==> src/rtl/e203_itcm_icb_sram_ctrl_if.sv <==
// Single-beat ICB command/response bundle between the IFU and the ITCM controller.
// master drives commands and rsp_ready; slave answers with cmd_ready and the response.
interface e203_itcm_icb_sram_ctrl_if #(
    parameter int DW = 64,
    parameter int AW = 16
);
    logic              icb_cmd_valid;
    logic              icb_cmd_ready;
    logic [AW-1:0]     icb_cmd_addr;
    logic              icb_cmd_read;
    logic [DW-1:0]     icb_cmd_wdata;
    logic [DW/8-1:0]   icb_cmd_wmask;
    logic              icb_rsp_valid;
    logic              icb_rsp_ready;
    logic              icb_rsp_err;
    logic [DW-1:0]     icb_rsp_rdata;

    modport master (
        output icb_cmd_valid, icb_cmd_addr, icb_cmd_read, icb_cmd_wdata, icb_cmd_wmask,
        output icb_rsp_ready,
        input  icb_cmd_ready, icb_rsp_valid, icb_rsp_err, icb_rsp_rdata
    );

    modport slave (
        input  icb_cmd_valid, icb_cmd_addr, icb_cmd_read, icb_cmd_wdata, icb_cmd_wmask,
        input  icb_rsp_ready,
        output icb_cmd_ready, icb_rsp_valid, icb_rsp_err, icb_rsp_rdata
    );
endinterface

==> src/rtl/e203_itcm_icb_sram_ctrl.sv <==
// ITCM controller: single-beat ICB slave in front of a 1-cycle-latency single-port SRAM.
// Also tracks whether sram_dout still holds the last read word (holdup).
module e203_itcm_icb_sram_ctrl #(
    parameter int DW    = 64,
    parameter int AW    = 16,
    parameter int DEPTH = 4096,
    localparam int BW   = DW / 8,
    localparam int SAW  = $clog2(DEPTH)
) (
    input  logic                    clk,
    input  logic                    rst,
    e203_itcm_icb_sram_ctrl_if.slave icb,
    output logic                    sram_cs,
    output logic                    sram_we,
    output logic [SAW-1:0]          sram_addr,
    output logic [BW-1:0]           sram_wem,
    output logic [DW-1:0]           sram_din,
    input  logic [DW-1:0]           sram_dout,
    output logic                    holdup,
    output logic [SAW-1:0]          holdup_addr
);
    localparam int LSB = $clog2(BW);
    localparam longint unsigned LIMIT = longint'(DEPTH) * longint'(BW);

    typedef enum logic {IDLE = 1'b0, RSP = 1'b1} state_t;

    state_t         state_reg;
    logic           is_read_reg;
    logic           err_reg;
    logic           first_reg;
    logic [DW-1:0]  hold_reg;
    logic           holdup_reg;
    logic [SAW-1:0] holdup_addr_reg;

    logic cmd_ready;
    logic cmd_hs;
    logic rsp_hs;
    logic in_range;
    logic sram_go;

    assign in_range  = (64'(icb.icb_cmd_addr) < LIMIT);
    assign cmd_ready = (state_reg == IDLE) | icb.icb_rsp_ready;
    assign cmd_hs    = icb.icb_cmd_valid & cmd_ready;
    assign rsp_hs    = (state_reg == RSP) & icb.icb_rsp_ready;
    // The SRAM is never touched while reset is asserted, even if a command shakes hands.
    assign sram_go   = cmd_hs & in_range & ~rst;

    assign sram_cs   = sram_go;
    assign sram_we   = sram_go & ~icb.icb_cmd_read;
    assign sram_addr = sram_go ? icb.icb_cmd_addr[LSB +: SAW] : '0;
    assign sram_din  = sram_go ? icb.icb_cmd_wdata : '0;

    generate
        for (genvar gi = 0; gi < BW; gi++) begin : g_wem
            assign sram_wem[gi] = sram_go & ~icb.icb_cmd_read & icb.icb_cmd_wmask[gi];
        end
    endgenerate

    always_ff @(posedge clk) begin
        if (rst) begin
            state_reg       <= IDLE;
            is_read_reg     <= 1'b0;
            err_reg         <= 1'b0;
            first_reg       <= 1'b0;
            hold_reg        <= '0;
            holdup_reg      <= 1'b0;
            holdup_addr_reg <= '0;
        end else begin
            if (cmd_hs) begin
                state_reg   <= RSP;
                is_read_reg <= icb.icb_cmd_read;
                err_reg     <= ~in_range;
                first_reg   <= 1'b1;
            end else begin
                if (rsp_hs) begin
                    state_reg <= IDLE;
                end
                first_reg <= 1'b0;
            end

            // sram_dout is only guaranteed in the first response cycle; keep a copy if stalled.
            if ((state_reg == RSP) && first_reg && is_read_reg && !err_reg && !icb.icb_rsp_ready) begin
                hold_reg <= sram_dout;
            end

            if (sram_go) begin
                if (icb.icb_cmd_read) begin
                    holdup_reg      <= 1'b1;
                    holdup_addr_reg <= sram_addr;
                end else begin
                    holdup_reg      <= 1'b0;
                end
            end
        end
    end

    assign icb.icb_cmd_ready = cmd_ready;
    assign icb.icb_rsp_valid = (state_reg == RSP);
    assign icb.icb_rsp_err   = err_reg;
    assign holdup            = holdup_reg;
    assign holdup_addr       = holdup_addr_reg;

    always_comb begin
        icb.icb_rsp_rdata = '0;
        if ((state_reg == RSP) && is_read_reg && !err_reg) begin
            icb.icb_rsp_rdata = first_reg ? sram_dout : hold_reg;
        end
    end
endmodule

==> src/flat_wrapper.sv <==
// flat-port wrapper written by rule: the top's interface ports become plain ports
module e203_itcm_icb_sram_ctrl_flat 
#(
    parameter int DW    = 64,
    parameter int AW    = 16,
    parameter int DEPTH = 4096,
    localparam int BW   = DW / 8,
    localparam int SAW  = $clog2(DEPTH)
)
  (clk, rst, sram_cs, sram_we, sram_addr, sram_wem, sram_din, sram_dout, holdup, holdup_addr, icb_icb_cmd_valid, icb_icb_cmd_addr, icb_icb_cmd_read, icb_icb_cmd_wdata, icb_icb_cmd_wmask, icb_icb_rsp_ready, icb_icb_cmd_ready, icb_icb_rsp_valid, icb_icb_rsp_err, icb_icb_rsp_rdata);
  e203_itcm_icb_sram_ctrl_if #(.DW(DW), .AW(AW)) icb_i ();
  input  logic clk;
  input  logic rst;
  output logic sram_cs;
  output logic sram_we;
  output logic [SAW-1:0] sram_addr;
  output logic [BW-1:0] sram_wem;
  output logic [DW-1:0] sram_din;
  input  logic [DW-1:0] sram_dout;
  output logic holdup;
  output logic [SAW-1:0] holdup_addr;
  input wire logic [$bits(icb_i.icb_cmd_valid)-1:0] icb_icb_cmd_valid;
  input wire logic [$bits(icb_i.icb_cmd_addr)-1:0] icb_icb_cmd_addr;
  input wire logic [$bits(icb_i.icb_cmd_read)-1:0] icb_icb_cmd_read;
  input wire logic [$bits(icb_i.icb_cmd_wdata)-1:0] icb_icb_cmd_wdata;
  input wire logic [$bits(icb_i.icb_cmd_wmask)-1:0] icb_icb_cmd_wmask;
  input wire logic [$bits(icb_i.icb_rsp_ready)-1:0] icb_icb_rsp_ready;
  output wire logic [$bits(icb_i.icb_cmd_ready)-1:0] icb_icb_cmd_ready;
  output wire logic [$bits(icb_i.icb_rsp_valid)-1:0] icb_icb_rsp_valid;
  output wire logic [$bits(icb_i.icb_rsp_err)-1:0] icb_icb_rsp_err;
  output wire logic [$bits(icb_i.icb_rsp_rdata)-1:0] icb_icb_rsp_rdata;
  assign icb_i.icb_cmd_valid = icb_icb_cmd_valid;
  assign icb_i.icb_cmd_addr = icb_icb_cmd_addr;
  assign icb_i.icb_cmd_read = icb_icb_cmd_read;
  assign icb_i.icb_cmd_wdata = icb_icb_cmd_wdata;
  assign icb_i.icb_cmd_wmask = icb_icb_cmd_wmask;
  assign icb_i.icb_rsp_ready = icb_icb_rsp_ready;
  assign icb_icb_cmd_ready = icb_i.icb_cmd_ready;
  assign icb_icb_rsp_valid = icb_i.icb_rsp_valid;
  assign icb_icb_rsp_err = icb_i.icb_rsp_err;
  assign icb_icb_rsp_rdata = icb_i.icb_rsp_rdata;
  e203_itcm_icb_sram_ctrl #(.DW(DW), .AW(AW), .DEPTH(DEPTH)) u_core (.clk(clk), .rst(rst), .icb(icb_i), .sram_cs(sram_cs), .sram_we(sram_we), .sram_addr(sram_addr), .sram_wem(sram_wem), .sram_din(sram_din), .sram_dout(sram_dout), .holdup(holdup), .holdup_addr(holdup_addr));
endmodule
==> config.mk <==
export PLATFORM = sky130hd
export DESIGN_NAME = e203_itcm_icb_sram_ctrl_flat
export DESIGN_NICKNAME = d
export VERILOG_FILES = /design/src/rtl/e203_itcm_icb_sram_ctrl_if.sv /design/src/rtl/e203_itcm_icb_sram_ctrl.sv /design/src/flat_wrapper.sv
export SDC_FILE = /design/constraint.sdc
export NUM_CORES = 1
export LEC_CHECK = 0
export BUFFER_PORTS_ARGS = -buffer_cell sky130_fd_sc_hd__buf_2
export CAP_MARGIN = 30
export CORE_AREA = 3 3 123 125
export DETAILED_ROUTE_END_ITERATION = 8
export DIE_AREA = 0 0 126 128
export PLACE_DENSITY = 0.75
export SYNTH_ARGS = -nofsm -noshare
export SYNTH_HDL_FRONTEND = slang
export SYNTH_SLANG_ARGS = --single-unit
==> constraint.sdc <==
create_clock -name clk -period 1.85 [get_ports clk]
set_input_delay 0.185 -clock clk [delete_from_list [all_inputs] [get_ports clk]]
set_output_delay 0.185 -clock clk [all_outputs]
set_load 0.03 [all_outputs]
## Word level (Yosys, flattened, before mapping)

Index checks and enable logic that the tools add are counted.

| cells by class | value |
|---|---|
| magnitude comparators | 1 |
| multiplexer cells | 8 |
| bitwise logic cells | 18 |
| reduce and logical (&&, ||, !) cells | 10 |

Operators by type and width:

| operator | number |
|---|---|
| $mux W64 | 3 |
| $lt A16 B16 Y1 const B | 1 |
| $and A1 B1 Y1 | 13 |
| $mux W12 | 1 |
| $logic_and A1 B1 Y1 | 6 |
| $mux W1 | 4 |
| $not A1 Y1 | 4 |
| $logic_not A1 Y1 | 2 |
| $reduce_and A2 Y1 | 1 |
| $reduce_bool A2 Y1 | 1 |
| $or A1 B1 Y1 | 1 |

| storage, ports and cells | value |
|---|---|
| register bits | 81 |
| input bits | 157 |
| output and inout bits | 166 |
| word-level logic and storage cells | 44 |

## Logic depth before layout (Yosys ltp)

Gate-level depths: netlist of run 1.

| logic depth | value |
|---|---|
| depth after elaboration | 7 |
| depth in mapped cells | 7 |
| depth with buffers taken out | 5 |

## Worst setup path before layout of run 1

No wires, ideal clock.

| timing | value |
|---|---|
| path kind | register to output |
| start | reg u_core.state_reg (netlist: u_core.icb.icb_rsp_valid) |
| end | out sram_wem[0] |
| arrival time | 1.608 ns |
| data required time | 1.665 ns |
| slack | 0.057 ns |
| stages on the path, launching flop included | 5 |
| path buffers | 0 |
| path through | dfxtp_1 > nor2b_4 > inv_6 > nand3_4 > nor3b_1 |

| on the way | value |
|---|---|
| word-level cells in the longest chain between the ends | 7 |

RTL lines:

| element | RTL line | source |
|---|---|---|
| start: declaration | e203_itcm_icb_sram_ctrl.sv:27 | `state_t state_reg;` |
| start signal: assignment | e203_itcm_icb_sram_ctrl.sv:61 | `state_reg <= IDLE;` |
| start signal: assignment | e203_itcm_icb_sram_ctrl.sv:70 | `state_reg <= RSP;` |
| start signal: assignment | e203_itcm_icb_sram_ctrl.sv:76 | `state_reg <= IDLE;` |
| $not A1 Y1 | e203_itcm_icb_sram_ctrl.sv:42 | `assign cmd_ready = (state_reg == IDLE) \| icb.icb_rsp_ready;` |
| $or A1 B1 Y1 | e203_itcm_icb_sram_ctrl.sv:42 |  |
| via icb_icb_cmd_ready | flat_wrapper.sv:28 | `output wire logic [$bits(icb_i.icb_cmd_ready)-1:0] icb_icb_cmd_ready;` |
| $and A1 B1 Y1 | e203_itcm_icb_sram_ctrl.sv:43 | `assign cmd_hs = icb.icb_cmd_valid & cmd_ready;` |
| $and A1 B1 Y1 (2 in series) | e203_itcm_icb_sram_ctrl.sv:46 | `assign sram_go = cmd_hs & in_range & ~rst;` |
| $and A1 B1 Y1 (2 in series) | e203_itcm_icb_sram_ctrl.sv:55 | `assign sram_wem[gi] = sram_go & ~icb.icb_cmd_read & icb.icb_cmd_wmask[gi];` |
| end: declaration | flat_wrapper.sv:17 | `output logic [BW-1:0] sram_wem;` |

The timed path passes the listed nets, and every way through them passes these cells.

## Worst setup path after layout of run 1

| timing | value |
|---|---|
| start | reg u_core.state_reg (netlist: u_core.icb.icb_rsp_valid) |
| end | out sram_din[14] |

| on the way | value |
|---|---|
| word-level cells in the longest chain between the ends | 6 |

RTL lines:

| element | RTL line | source |
|---|---|---|
| $not A1 Y1 | e203_itcm_icb_sram_ctrl.sv:42 |  |
| $or A1 B1 Y1 | e203_itcm_icb_sram_ctrl.sv:42 |  |
| $and A1 B1 Y1 | e203_itcm_icb_sram_ctrl.sv:43 |  |
| $and A1 B1 Y1 (2 in series) | e203_itcm_icb_sram_ctrl.sv:46 |  |
| $mux W64 | e203_itcm_icb_sram_ctrl.sv:51 | `assign sram_din = sram_go ? icb.icb_cmd_wdata : '0;` |
| end: declaration | flat_wrapper.sv:18 | `output logic [DW-1:0] sram_din;` |

Every way passes these cells.

==> flow_summary.yaml, run 1 <==
run_status:
  outcome: "completed"
timing:
  relSlewSlack_pct: 59.65
  rsz0062_at_grt: "yes"
  skew_ps: 7.063
  fin_ws_ps: 36.33
  slew_viol_final: 0
  max_freq_mhz: 551.4
  setup-violations-final: 0
  worst_slew_pin_slew_ps: 603.8
  setup_tns_ps: 0
  post-route-min-period_ps: 1814
  post-route-period-util_pct: 98.04
  finalHoldViolations: 0
placed_design:
  placed_area_mm2: 0.006842
  port_buffers: 319
  dp_slack_ps: 163.4
  place_inst: 1039
  gp_congestion: 0.8666
  hpwl_um: 14130
drt:
  firstDrtPassIters: 4
  num_vias: 5003
  wirelength_um: 18530
  wire_per_inst_um: 17.29
  drt_iter0_markers: 218
  routed_via_density: 4.667
  drcViolationCount: 0
  ant_nets: 0
run:
  cap_violations: 0
cts:
  cts-root-buf: "clkbuf_16"
  clock-sinks: 81
  htree_levels: 3
  postCtsHoldBufs: 0
  cts_buffers: 9
  clock_latency_ps: 330
  cts.path.max_buffers: 2
  clkTransAtPathRegs_ps: 60
  cts_tree: "built"
floorplan:
  ioPinCount: 323
  coreArea_mm2: 0.01399
  die_w_um: 126
  dieArea_mm2: 0.01613
  initial_core_util_pct: 36.81
  die_y_um: 128
  row_count: 43
synthesis:
  yosysTopAreaCellShare_pct: 31.49
  synth.distinct_cells: 27
  ys_seq_area_share_pct: 31.49
  synthTopCellsByArea: "dfxtp_1 31%, mux2i_1 25%, nand2b_1 16%"
  synth_cells: 577
  synth_nets: 734
  avgSynthCellArea_um2: 8.923
  syn_area_mm2: 0.005149
  yosysWarnings: 0
  ys_ff_latch: 81
  synth.largest_area_cell: "dfxtp_1"
setup_path:
  endpoint_kind: "primary output"
  cp_slowest_stage_delay_ps: 320
  path_delay_family: "buffers and inverters"
  path_buf_inv: 4
  cp_cell_sequence: "nor2b_4, inv_6, nand3_4, inv_8, clkbuf_16, and2_1, buf_4"
  critical_path_class: "flip-flop to primary output"
  crit_path_start_kind: "flip-flop"
  critPathRequiredTime_ps: 1660
  crit_slowest_cell: "dfxtp_2"
  arrival_ps: 1630
  worst-path-max-fanout: 23
final_layout:
  utilization_pct: 53.16
  fin_nets: 1043
  largest_register_ffs: 64
  syn_to_final_growth_pct: 44.42
  final_cells: 1072
  drive_gt1_share_pct: 42.52
  final_cell_area_mm2: 0.007436
power_and_ir_drop:
  p_leak_nw: 3.443
  max-vdd-ir-drop_uv: 368.4
  power_density_mw_per_mm2: 565.0
global_route:
  grt_first_pass_wirelength_um: 25830
  antenna_found_initial: 11
  grt_pass1_vias: 4563
  grt_usage_pct: 20.79
  overflow: 0
  grt_start_max_net_pins: 146
hold_path:
  min_path_type: "input pin to flip-flop"
## report_power, final
part	total, mW	switching [mW]	internal, mW
combinational	0.820	0.438	0.382
sequential	1.78	0.0150	1.76
clock	1.60	0.673	0.930
total	4.20	1.13	3.08
## logic make-up after synthesis
| kind of cell | Yosys count | synth area share, % |
|---|---|---|
| AO/OA/AOI/OAI | 6 | 0.5831 |
| buffers and inverters | 50 | 5.735 |
| flip-flops | 81 | 31.49 |
| multiplexers | 140 | 28.17 |
| AND/OR/NAND/NOR | 300 | 34.02 |
## cell usage in the layout, fill, tap and decap left out, drive strengths merged, types with 2 or more instances in the layout
cell type	instances
dfxtp	81
nor2b	13
clkbuf	31
nand2b	129
nand3	3
nor3b	9
nor3	2
buf	326
a21oi	3
nor2	66
o21ai	3
diode	3
mux2i	128
mux2	12
inv	4
and2	76
## final timing paths
path	to	slack, ps	startpoint	cells after the start
setup / recovery	sram_din[14]	40	u_core.icb.icb_rsp_valid$_SDFFE_PP0P_	7
hold / removal	u_core.holdup_addr[2]$_SDFFE_PP0P_	90	icb_icb_cmd_addr[5]	2
setup reg to reg	u_core.hold_reg[6]$_SDFFE_PP0P_	150	u_core.icb.icb_rsp_valid$_SDFFE_PP0P_	6
hold reg to reg	u_core.hold_reg[1]$_SDFFE_PP0P_	470	u_core.hold_reg[1]$_SDFFE_PP0P_	2
## cell type report
class	instances	area (µm²)
fill	1355	6553
clock inverter	1	5.005
clock buffer	13	250.2
tap	180	225.2
timing repair inverter	1	6.256
multi-input combinational	446	3243
timing repair buffer	344	2048
inverter	3	23.77
antenna	3	7.507
sequential	81	1627
## per-layer routing
metal	track usage [%]	share of wire [%]
met1	23.13	38
met2	36.31	50
met3	8.125	8.7
met4	7.129	2.3
met5	0	0.54
## synth_stat cells, drive strengths merged
| cell type | instances |
|---|---|
| nor3b | 9 |
| clkbuf | 19 |
| mux2 | 12 |
| and2 | 76 |
| nand3 | 3 |
| a21oi | 3 |
| buf | 28 |
| nor3 | 2 |
| o21ai | 3 |
| inv | 3 |
| nand4 | 1 |
| nand2b | 129 |
| mux2i | 128 |
| nand3b | 1 |
| dfxtp | 81 |
| nor2 | 66 |
| nor2b | 13 |
## metrics by stage
stage	hold WS, ps	total power [mW]
finish	91.59	4.201
global route	81.99	4.387
CTS	74.22	4.212
detailed placement	430.8	2.584
global placement	424.7	2.579
floorplan	328.4	2.256
## repair_timing
action	in CTS	in global routing
resized for setup	5	99
setup endpoints to repair	58	85
gates cloned	1	2
hold endpoints to repair	0	0
setup buffers	3	10
Power figures use the tool's default switching activity.
==> run 2: changes to the inputs <==
Settings changed: ABC_AREA set to 1, CORE_AREA 3 3 123 125 to 3 3 125 127, DIE_AREA 0 0 126 128 to 0 0 128 130, GPL_TIMING_DRIVEN set to 1, PLACE_DENSITY 0.75 to 0.72.
==> run 2 against run 1 <==
  * Synthesized cell count is 52% higher
  * Non-clock buffer count increased by 3
  * Combinational power is 1% lower
  * Critical path depth is 1 lower
  * Sequential share of layout area rose by 0.70 points
  * First-iteration DRC count rose by 97%
  * Clock skew increased by 1.6 ps
  * Core utilization decreased by 3.6 points
  * Sequential cell count is the same
  * Clock power grew 9%
  * Final cell count is 28% higher
==> flow_summary.yaml, run 2 <==
run_status:
  outcome: "completed"
placed_design:
  port_buffers: 319
  hpwl_um: 14110
  gp_congestion: 0.8592
  place_inst: 1346
drt:
  wire_per_inst_um: 14.13
  drt_iter0_markers: 430
  firstDrtPassIters: 5
  drcViolationCount: 0
  wirelength_um: 19370
  ant_nets: 0
  routed_via_density: 4.416
  num_vias: 6055
setup_path:
  endpoint_kind: "primary output"
  worst-path-max-fanout: 16
  regToRegEndpoint: "u_core.hold_reg[8]$_SDFFE_PP0P_"
  critical_path_class: "flip-flop to primary output"
  worstSetupStartpoint: "u_core.icb.icb_rsp_valid$_SDFFE_PP0P_"
  r2r_slack_ps: 170
  rr_startpoint: "u_core.icb.icb_rsp_valid$_SDFFE_PP0P_"
  arrival_ps: 1600
  crit_path_start_kind: "flip-flop"
  critPathCapture: "sram_din[7]"
  rr_worst_depth: 8
  critPathRequiredTime_ps: 1660
run:
  cap_violations: 0
hold_path:
  min_path_type: "input pin to flip-flop"
  worstHoldPathCells: 3
floorplan:
  ioPinCount: 323
  coreArea_mm2: 0.01453
  die_y_um: 130
  row_count: 44
  dieArea_mm2: 0.01664
  initial_core_util_pct: 33.68
  die_w_um: 128
synthesis:
  ys.flop_type: "dfxtp_1"
  syn_area_mm2: 0.004895
  synth_fa_ha_area_share_pct: 0
  synth_edf_count: 0
  synth.area.mux_share_pct: 0
  ys_ff_latch: 81
  synth_top_family_by_area: "simple AND/OR/NAND/NOR gates"
  synth_common_cells: "259 x nand2_1, 215 x nor2_1, 151 x inv_1, 81 x dfxtp_1, 73 x o21ai_1"
  synth_nets: 1032
  synth_xor_xnor_area_share_pct: 0
  yosysMostFrequentCell: "nand2_1"
  yosysWarnings: 0
  ys_seq_area_share_pct: 33.13
  synth_simple_gate_area_share_pct: 38.50
  synth-async-reset-ratio_pct: 0
  synth.distinct_cells: 19
  yosysTopAreaCellShare_pct: 33.13
  synth_compound_area_share_pct: 9.611
  synth.largest_area_cell: "dfxtp_1"
  avgSynthCellArea_um2: 5.594
  synth_cells: 875
  synthTopCellsByArea: "dfxtp_1 33%, nand2_1 20%, nor2_1 16%"
global_route:
  overflow: 0
  grt_start_max_net_pins: 68
  grt_usage_pct: 20.97
  grt_first_pass_wirelength_um: 27200
  antenna_found_initial: 4
  grt_pass1_vias: 5096
timing:
  skew_ps: 8.674
  post-route-period-util_pct: 96.53
  setup-violations-final: 0
  rsz0062_at_grt: "yes"
  relSlewSlack_pct: 54.64
  fin_hold_ws_ps: 95.75
  post-route-min-period_ps: 1786
  max_freq_mhz: 560.0
  worst_slew_pin_slew_ps: 680.4
  slew_viol_final: 0
  finalHoldViolations: 0
cts:
  cts_tree: "built"
  cts.path.max_buffers: 2
  clock_latency_ps: 340
  cts-root-buf: "clkbuf_16"
  clock-sinks: 81
  htree_levels: 3
  cts_buffers: 9
  clkTransAtPathRegs_ps: 60
final_layout:
  multi_input_area_mm2: 0.002412
  drive_gt1_share_pct: 31.73
  final_cells: 1371
  seq_area_mm2: 0.001627
  fill_cells: 1570
  mostFrequentLayoutCell: "buf_2"
  largest_register_ffs: 64
  fin_nets: 1337
  syn_to_final_growth_pct: 47.21
  utilization_pct: 49.58
  layout_common_cells: "270 x buf_2, 258 x nand2_1, 214 x nor2_1"
power_and_ir_drop:
  p_leak_nw: 4.629
  p_total_mw: 4.343
  max-vdd-ir-drop_uv: 452.3
  power_density_mw_per_mm2: 602.8
[run 2: cell types whose count changed after synthesis, sizes merged, moves of 12 or more]
| cell | previous run | this run |
|---|---|---|
| o21ai | 3 | 78 |
| mux2i | 128 | 0 |
| inv | 3 | 156 |
| mux2 | 12 | 0 |
| nor2 | 66 | 216 |
| nor2b | 13 | 0 |
| and2 | 76 | 0 |
| buf | 28 | 43 |
| nand2b | 129 | 0 |
| nand2 | 0 | 260 |
[run 2: where the power goes]
group	leakage, nW	switching, mW	internal (mW)
Clock	0.144	0.709	1.04
Sequential	0.655	0.0150	1.77
Combinational	3.83	0.508	0.303
[run 2: logic make-up after synthesis]
kind of cell | after synthesis
AOI/OAI and AO/OA | 93
DFF | 81
and+or+nand+nor | 491
buffers and inverters | 210
[run 2: worst max-delay path, stage by stage (launching register included)]
cell and delay, ps:
dfxtp_4 360, nand2_4 110, nand4_4 130, buf_12 180
buf_4 190, nor2_1 120, buf_4 180
[run 2: metrics by stage]
stage	TNS [ps]	instance area, µm²	worst slack (ps)
finish	0	7206	64.27
floorplan	0	4895	99.86
CTS	-237.5	6950	-24.64
global placement	0	6614	170.6
detailed placement	0	6614	137.1
global route	-75.88	7203	-11.08
[run 2: repair_timing]
action,CTS,global route
cloned,1,3
endpoints found under the setup margin,64,146
hold buffers,0,0
pin swaps,1,2
buffers inserted,1,2
resized for setup,6,80
[run 2: worst min-delay path by stage]
stage / start / slack [ps] / to
2_1_floorplan: sram_dout[0] / 330 / u_core.hold_reg[0]$_SDFFE_PP0P_
3_3_place_gp: sram_dout[17] / 430 / u_core.hold_reg[17]$_SDFFE_PP0P_
3_5_place_dp: sram_dout[16] / 440 / u_core.hold_reg[16]$_SDFFE_PP0P_
4_1_cts: sram_dout[53] / 70 / u_core.hold_reg[53]$_SDFFE_PP0P_
5_1_grt: sram_dout[63] / 90 / u_core.hold_reg[63]$_SDFFE_PP0P_
6_report: sram_dout[16] / 100 / u_core.hold_reg[16]$_SDFFE_PP0P_
[run 2: layout make-up]
type | count | area share (%)
multi-input combinational | 585 | 33.48
timing repair buffer | 347 | 28.58
sequential | 81 | 22.57
inverter | 156 | 8.126
clock buffer | 11 | 3.230
tap | 184 | 3.195
clock inverter | 5 | 0.7467
antenna | 2 | 0.06946
[run 2: routing by layer]
metal	part of all wire, %	wire, µm	vias to the layer above	track usage [%]
met5	0.16	31	-	0
met4	2.2	426	4	6.742
met3	9.8	1898	27	8.064
met2	48	9262	239	34.17
met1	40	7754	2628	25.64
li1	-	-	3157	-
